--- config.mk ---
export PLATFORM = sky130hd
export DESIGN_NAME = nor_gate
export DESIGN_NICKNAME = d
export VERILOG_FILES = /design/src/rtl/gates_pkg.sv /design/src/rtl/nor_cov_mon.sv /design/src/rtl/nor_gate.sv
export SDC_FILE = /design/constraint.sdc
export NUM_CORES = 1
export LEC_CHECK = 0
export ABC_AREA = 1
export BUFFER_PORTS_ARGS = -buffer_cell sky130_fd_sc_hd__buf_2
export CORE_MARGIN = 5
export CORE_UTILIZATION = 50
export CTS_BUF_LIST = sky130_fd_sc_hd__clkbuf_16
export DETAILED_ROUTE_END_ITERATION = 7
export GPL_TIMING_DRIVEN = 0
export MAX_ROUTING_LAYER = met4
export PLACE_DENSITY = 0.79
export SLEW_MARGIN = 20
export SYNTH_ARGS = -nofsm -noshare
export SYNTH_HDL_FRONTEND = slang
export SYNTH_SLANG_ARGS = --single-unit
--- constraint.sdc ---
create_clock -name clk -period 1.37 [get_ports clk]
set_input_delay 0.137 -clock clk [delete_from_list [all_inputs] [get_ports clk]]
set_output_delay 0.137 -clock clk [all_outputs]
set_load 0.01 [all_outputs]
--- src/rtl/gates_pkg.sv ---
// Shared definitions for the basic-gates library.
// Truth-table combination indices are formed as {operand A bit, operand B bit}.
package gates_pkg;

    localparam int C00 = 0;
    localparam int C01 = 1;
    localparam int C10 = 2;
    localparam int C11 = 3;
    localparam int NUM_COMBOS = 4;

    typedef logic [1:0] combo_t;

    function automatic combo_t combo_of(input logic a, input logic b);
        return {a, b};
    endfunction

endpackage

--- src/rtl/nor_cov_mon.sv ---
// Sticky truth-table coverage monitor with one saturating counter per input combination.
// Updates one cycle after a qualified sample; never stalls, counters pin at all-ones.
module nor_cov_mon
    import gates_pkg::*;
#(
    parameter int CNT_W = 8
) (
    input  logic             clk,
    input  logic             rst_n,
    input  logic             smp_vld,
    input  logic             a,
    input  logic             b,
    output logic [3:0]       seen,
    output logic [CNT_W-1:0] cnt_00,
    output logic [CNT_W-1:0] cnt_01,
    output logic [CNT_W-1:0] cnt_10,
    output logic [CNT_W-1:0] cnt_11,
    output logic             all_seen
);

    logic [NUM_COMBOS-1:0]            hit;
    logic [NUM_COMBOS-1:0][CNT_W-1:0] cnt_q;

    // An unknown operand bit matches no case item, so nothing is recorded.
    always_comb begin
        hit = '0;
        if (smp_vld) begin
            case (combo_of(a, b))
                2'b00:   hit[C00] = 1'b1;
                2'b01:   hit[C01] = 1'b1;
                2'b10:   hit[C10] = 1'b1;
                2'b11:   hit[C11] = 1'b1;
                default: hit      = '0;
            endcase
        end
    end

    always_ff @(posedge clk or negedge rst_n) begin
        if (!rst_n) begin
            seen  <= '0;
            cnt_q <= '0;
        end else begin
            seen <= seen | hit;
            for (int k = 0; k < NUM_COMBOS; k++) begin
                if (hit[k] && (cnt_q[k] != '1)) begin
                    cnt_q[k] <= cnt_q[k] + CNT_W'(1);
                end
            end
        end
    end

    assign cnt_00   = cnt_q[C00];
    assign cnt_01   = cnt_q[C01];
    assign cnt_10   = cnt_q[C10];
    assign cnt_11   = cnt_q[C11];
    assign all_seen = &seen;

endmodule

--- src/rtl/nor_gate.sv ---
// WIDTH-bit NOR: combinational Out/red_nor, plus a 1-cycle registered copy with valid strobe.
// No backpressure: out_vld is a single-cycle pulse per valid input; coverage taps bit 0.
module nor_gate
    import gates_pkg::*;
#(
    parameter int WIDTH = 1,
    parameter int CNT_W = 8
) (
    input  logic             clk,
    input  logic             rst_n,
    input  logic [WIDTH-1:0] I0,
    input  logic [WIDTH-1:0] I1,
    input  logic             in_vld,
    output logic [WIDTH-1:0] Out,
    output logic [WIDTH-1:0] Out_q,
    output logic             out_vld,
    output logic             red_nor,
    output logic [3:0]       seen,
    output logic [CNT_W-1:0] cnt_00,
    output logic [CNT_W-1:0] cnt_01,
    output logic [CNT_W-1:0] cnt_10,
    output logic [CNT_W-1:0] cnt_11,
    output logic             all_seen
);

    logic [WIDTH-1:0] nor_dat;

    assign nor_dat = ~(I0 | I1);
    assign Out     = nor_dat;
    assign red_nor = ~|(I0 | I1);

    always_ff @(posedge clk or negedge rst_n) begin
        if (!rst_n) begin
            Out_q   <= '0;
            out_vld <= 1'b0;
        end else begin
            out_vld <= in_vld;
            if (in_vld) begin
                Out_q <= nor_dat;
            end
        end
    end

    nor_cov_mon #(
        .CNT_W (CNT_W)
    ) u_cov (
        .clk      (clk),
        .rst_n    (rst_n),
        .smp_vld  (in_vld),
        .a        (I0[0]),
        .b        (I1[0]),
        .seen     (seen),
        .cnt_00   (cnt_00),
        .cnt_01   (cnt_01),
        .cnt_10   (cnt_10),
        .cnt_11   (cnt_11),
        .all_seen (all_seen)
    );

endmodule

==> metrics, run 1 <==
Fin. Hold Viols 38; Max FO, Critical Path 6; Max-Cap Viols 0; post-synth cell types 22; Die W 74.3 µm; total CTS buffers 5; failing checks negative hold slack; critical path startpoint category flip-flop; Final Util 65.1%; row count 23; post-DR wirelength/cell roughly 12 µm; area of the multi-input gates 983 µm²; GRT Resource Usage Total a little under a fifth; largest net degree at the start of global routing 39; register area share after synthesis 45.9%; Critical Path RT 1.52 ns; vias in the first global route between 1,500 and 2,000; HPWL after detailed placement 3130 µm; post-layout minimum cycle time ~1.3 ns; number of I/O port buffers 45; Routed Antenna Nets 0; Place WS 0.0115 ns; first-pass GRT wire length between 7000 and 8000 µm; crit-path max cell delay 0.41 ns; final critical-path share of the clock period roughly 96%; Pwr Total 3.63 mW; Worst R2R Start u_cov.cnt_01[1]; first drt pass iteration count 4; gpl congestion ~0.8; Placed Cells 377; Die H roughly 74 µm; Rel. slew slack 43.1%; r2r worst-path depth 8; Worst path top cell family by delay flip-flops; Yosys warning count 0; crit path kind flip-flop to flip-flop; commonest cells after routing, fill and taps aside nand2_1, buf_2, inv_1; CP arrival 1.47 ns; Num Clock Sinks 38; initial antenna violation count 0; Slew @ Worst Pin 0.853 ns; grt ovf 0; Hold Path Class input pin to asynchronous set/reset pin; Non-Filler Instances roughly 400; Longest Clk Path Bufs 2; Worst Setup SP u_cov.cnt_01[1]; Worst R2R Setup Slack 0.05 ns; initial DRC count 140; core outline area about 0.004 mm²; most common cell after layout, fill and taps aside nand2_1; maximum vdd drop between 0.9 and 1 mV; worst hold-check slack -0.0332 ns; reg-to-reg endpoint u_cov.cnt_01[2]; syn_nets 291; Worst-path clk slew approximately 0.060 ns; synthesized area per cell approximately 7.3 µm²; Lkg Pwr 1.37 nW; clk_skew 0.00200 ns; Mapped Area around 0.0021 mm²; fmax 0.760 GHz; # IOs 46; power per cell area roughly 1400 mW/mm²; CTS Root Cell clkbuf_16; register area 952 µm²; Layout fillers ~350; critical-path cell list ha_2 -> nand2_1 -> nor2_2 -> nand2_1 -> nand2_4 -> buf_4 -> nand2_1 -> o21ai_0; WP buf/inv 1; n_diodes 0; Cells after Synth 282; Worst path most repeated cell nand2_1; routed wire length between 4000 and 5000 µm; Setup crit end kind flip-flop; Post-layout nets 353; # setup viols final 0; Worst-Skew Late Latency 0.28 ns; Die Footprint 0.00553 mm²; final slew viol count 0; TritonCTS clock tree built; slack of the critical path around 0.054 ns; via/cell ratio 4.90; # DRC 0; Crit-path slowest cell dfrtp_1; status finished, violations left; H-tree depth 2; P&R area growth vs syn 25.8%; layout cells sized above 1 25.2%; Yosys reg bits 38; vias post-DR 1,935; Starting Density 51.7%
[registers in the layout (all words and copies together), names as in the netlist]
signal        count
Out_q             1
out_vld           1
u_cov.cnt_00      8
u_cov.cnt_01      8
u_cov.cnt_10      8
u_cov.cnt_11      8
u_cov.seen        4
[kinds of logic (layout without fill, tap and decap cells)]
family	after synthesis	in the layout	share of synthesized area, %
AO/OA/AOI/OAI	14	14	3.39
XOR/XNOR	7	7	2.96
adder cells (fa/ha/maj)	4	4	2.42
buffers and inverters	43	105	8.46
flip-flops	38	38	45.9
AND/OR/NAND/NOR	176	177	36.8
[metrics by stage]
stage,hold slack (ns),setup TNS (ns),instance area [µm²]
2_1_floorplan,-0.159,0,2070
6_report,-0.0332,0,2600
5_1_grt,0.0501,-0.165,2600
3_5_place_dp,0.300,0,2360
3_3_place_gp,0.300,0,2360
4_1_cts,0.000267,0,2510
[report_power, final]
group / internal [mW] / switching (mW) / leakage, nW / total, mW
Clock: 0.657 / 0.431 / 0.0724 / 1.09
Combinational: 0.446 / 0.538 / 0.836 / 0.985
Sequential: 1.31 / 0.244 / 0.462 / 1.56
[synthesized netlist by cell type]
| cell type | instances | area (µm²) |
|---|---|---|
| nand3_1 | 23 | 115 |
| nand2_1 | 108 | 405 |
| xor2_1 | 3 | 26.3 |
| inv_1 | 37 | 139 |
| nand4_1 | 5 | 31.3 |
| nor4_1 | 1 | 6.26 |
| buf_6 | 1 | 11.3 |
| inv_2 | 3 | 11.3 |
| xnor2_1 | 4 | 35.0 |
| ha_1 | 4 | 50.1 |
| dfrtp_1 | 38 | 951 |
| buf_4 | 1 | 7.51 |
| o21ai_0 | 10 | 50.1 |
| nand2_4 | 3 | 33.8 |
| nor2_1 | 26 | 97.6 |
| inv_4 | 1 | 6.26 |
| nor2_4 | 1 | 11.3 |
| nand2_2 | 5 | 31.3 |
| o21ai_1 | 4 | 20.0 |
| nand3b_1 | 1 | 7.51 |
| nor2_2 | 2 | 12.5 |
| nand3_2 | 1 | 10.0 |
[worst reg2reg max path, cell delays in order (launching register included)]
cell     delay [ns]
dfrtp_1        0.41
ha_2           0.21
nand2_1        0.10
nor2_2         0.05
nand2_1        0.10
nand2_4        0.08
buf_4          0.14
nand2_1        0.04
o21ai_0        0.08
[final cells by class]
| type | count | area share, % |
|---|---|---|
| inverters | 41 | 6.01 |
| multi-input cells | 202 | 37.8 |
| clock inverters | 3 | 0.481 |
| well taps | 50 | 2.40 |
| clock buffers | 5 | 4.81 |
| plain buffers | 2 | 0.721 |
| repair buffers | 54 | 11.2 |
| flip-flops and latches | 38 | 36.6 |
[how the worst max path moves through the flow]
stage	endpoint	slack (ns)	cells after the start
2_1_floorplan	u_cov.cnt_01[4]	0.09	8
3_3_place_gp	u_cov.cnt_01[4]	0.04	8
3_5_place_dp	u_cov.cnt_01[4]	0.01	8
4_1_cts	u_cov.cnt_11[2]	0.01	6
5_1_grt	u_cov.cnt_10[2]	-0.04	7
6_report	u_cov.cnt_01[2]	0.05	8
[per-layer routing]
metal  global-route usage, %  share of wire, %  up-vias
li1                        -                 -     1001
met1                    22.9                43      873
met2                    30.0                50       49
met3                    5.27               5.2       12
met4                    6.72               1.5        0
met5                       -                 0        -
[timing repair]
item | CTS | global route
gates cloned | 1 | 0
gates resized for setup | 0 | 11
setup buffers | 1 | 8
hold buffers | 0 | 0
pin swaps | 0 | 5
endpoints found under the setup margin | 6 | 26
(Power assumes the default switching activity.)
==> run 2, diff against run 1 <==
==> constraint.sdc (replaced) <==
create_clock -name clk -period 1.37 [get_ports clk]
set_input_delay 0.0685 -clock clk [delete_from_list [all_inputs] [get_ports clk]]
set_output_delay 0.0685 -clock clk [all_outputs]
set_load 0.01 [all_outputs]
==> run 2 against run 1 <==
  * The flow now finishes without violations
  * Critical path type unchanged
  * Clock power barely moved
  * Routed wire length about the same
  * Fmax is 0.25% higher
  * Setup slack improved by 0.0033 ns
  * Worst hold slack improved by 0.17 ns
  * Combinational power barely moved
  * Die area did not move
==> metrics, run 2 (synthesis gave the netlist of run 1 again) <==
status completed; Placed Cells 377 (unchanged); CTS Root Cell clkbuf_16; Routed Antenna Nets 0 (unchanged); Max FO, Critical Path 6 (unchanged); clock power share 29.9% (about the same); Worst-Skew Late Latency 0.28 ns (about the same); crit path kind flip-flop to flip-flop; worst hold-check slack 0.132 ns (+0.165 ns); gpl congestion 0.805 (unchanged); H-tree depth 2 (unchanged); # setup viols final 0 (unchanged); fmax 0.762 GHz (+0.25%); Pwr Total 3.64 mW (+0.12%); # DRC 0 (unchanged); Die H 74.3 µm (unchanged); Num Clock Sinks 38 (unchanged); via/cell ratio 4.90 (about the same); most common cell after layout, fill and taps aside nand2_1; core outline area 0.00400 mm² (unchanged); vias in the first global route 1,815 (+0.61%); final critical-path share of the clock period 95.8% (-0.24 points); Non-Filler Instances 397 (+0.51%); maximum vdd drop 0.939 mV (about the same); critical path startpoint category flip-flop; total CTS buffers 5 (unchanged); Longest Clk Path Bufs 2 (unchanged); first drt pass iteration count 4 (unchanged); Comb pwr share 27.2% (about the same); Hold Path Class input pin to flip-flop; Setup TNS Final 0 ns (unchanged); r2r worst-path depth 8 (unchanged); initial DRC count 129 (-7.9%); P_sw 1.21 mW (about the same); Lkg Pwr 1.38 nW (+0.50%); Setup crit end kind flip-flop; Post-layout nets 355 (+0.57%); Critical Path RT 1.52 ns (about the same); n_diodes 0 (unchanged); HPWL after detailed placement 3130 µm (unchanged); grt ovf 0 (unchanged); final slew viol count 0 (unchanged); Die Footprint 0.00553 mm² (unchanged); # IOs 46 (unchanged); post-DR wirelength/cell 11.9 µm (-0.48%); Cell Int Power 2.42 mW (+0.15%); Starting Density 51.7% (unchanged); Die W 74.3 µm (unchanged); number of I/O port buffers 45 (unchanged); CP arrival 1.47 ns (about the same); first-pass GRT wire length 7730 µm (about the same); row count 23 (unchanged); commonest cells after routing, fill and taps aside nand2_1, buf_2, inv_1; GRT Resource Usage Total 18.8% (-0.058 points); largest net degree at the start of global routing 39 (unchanged); Max-Cap Viols 0 (unchanged); Worst-path clk slew 0.05 ns (about the same); initial antenna violation count 0 (unchanged); Switching Share 33.4% (about the same); power per cell area 1390 mW/mm² (-0.41%); clk_skew 0.00187 ns (-0.000133 ns); vias post-DR 1,945 (+0.52%); Sequential Power Share 42.9% (about the same); P&R area growth vs syn 26.5%; layout cells sized above 1 24.8% (-0.43 points); Rel. slew slack 43.1% (-0.070 points); routed wire length 4720 µm (about the same); post-layout minimum cycle time 1.31 ns (-0.00328 ns); Hold Path Depth 3; Slew @ Worst Pin 0.854 ns (+0.00104 ns); TritonCTS clock tree built; Fin. Hold Viols 0 (-100%)
==> run 2: final timing paths <==
kind	from	end	slack, ns
worst max-delay path	u_cov.cnt_01[1]	u_cov.cnt_01[2]	0.06
worst min-delay path	I0	u_cov.seen[3]	0.13
worst max register to register	u_cov.cnt_01[1]	u_cov.cnt_01[2]	0.06
worst min register to register	u_cov.seen[3]	u_cov.seen[3]	0.48
max in group asynchronous	rst_n	u_cov.cnt_00[0]	0.34
min in group asynchronous	rst_n	u_cov.cnt_10[6]	0.43
==> run 2: area by class of cell <==
cell class,count,area (µm²)
Timing Repair Buffer,56,313
Clock buffer,5,125
Tap cell,50,62.6
Sequential cell,38,952
Buffer,2,18.8
Fill cell,352,1380
Inverter,41,156
Multi-Input combinational cell,202,977
Clock inverter,3,12.5
==> run 2: metal layers <==
| layer | vias up | GRT usage [%] | wire length, µm |
|---|---|---|---|
| li1 | 1003 | - | - |
| met1 | 880 | 22.6 | 2030 |
| met2 | 50 | 30.2 | 2380 |
| met3 | 12 | 5.27 | 245 |
| met4 | 0 | 6.72 | 72 |
| met5 | - | - | 0 |
==> run 2: stage by stage <==
step / setup WS, ns / utilization [%] / area, µm²
after global routing: -0.0383 / 65.4 / 2620
final: 0.0573 / 65.4 / 2620
after floorplan: 0.0897 / - / 2070
after detailed placement: 0.0115 / 58.9 / 2360
after global placement: 0.0380 / 58.9 / 2360
after CTS: 0.0108 / 63.2 / 2530
==> run 2: worst max-delay path, cell delays in order (launching register included) <==
cell and delay (ns):
dfrtp_1 0.41, ha_2 0.21, nand2_1 0.10, nor2_2 0.05
nand2_1 0.10, nand2_4 0.08, buf_4 0.14, nand2_1 0.04
o21ai_0 0.08
==> run 2: what timing repair did <==
item	CTS	global route
hold buffers	2	0
endpoints found under the setup margin	6	25
pin swaps	0	4
setup buffers	1	8
gates resized for setup	0	10
gates cloned	1	0
hold endpoints to repair	39	0
==> run 2: power by group through the flow <==
stage | Sequential (mW) | Clock, mW | Combinational (mW)
final | 1.56 | 1.09 | 0.988
after global routing | 1.59 | 1.18 | 1.12
after global placement | 1.56 | 0 | 0.793
after CTS | 1.55 | 1.11 | 0.859
after floorplan | 1.63 | 0 | 0.418
after detailed placement | 1.57 | 0 | 0.830
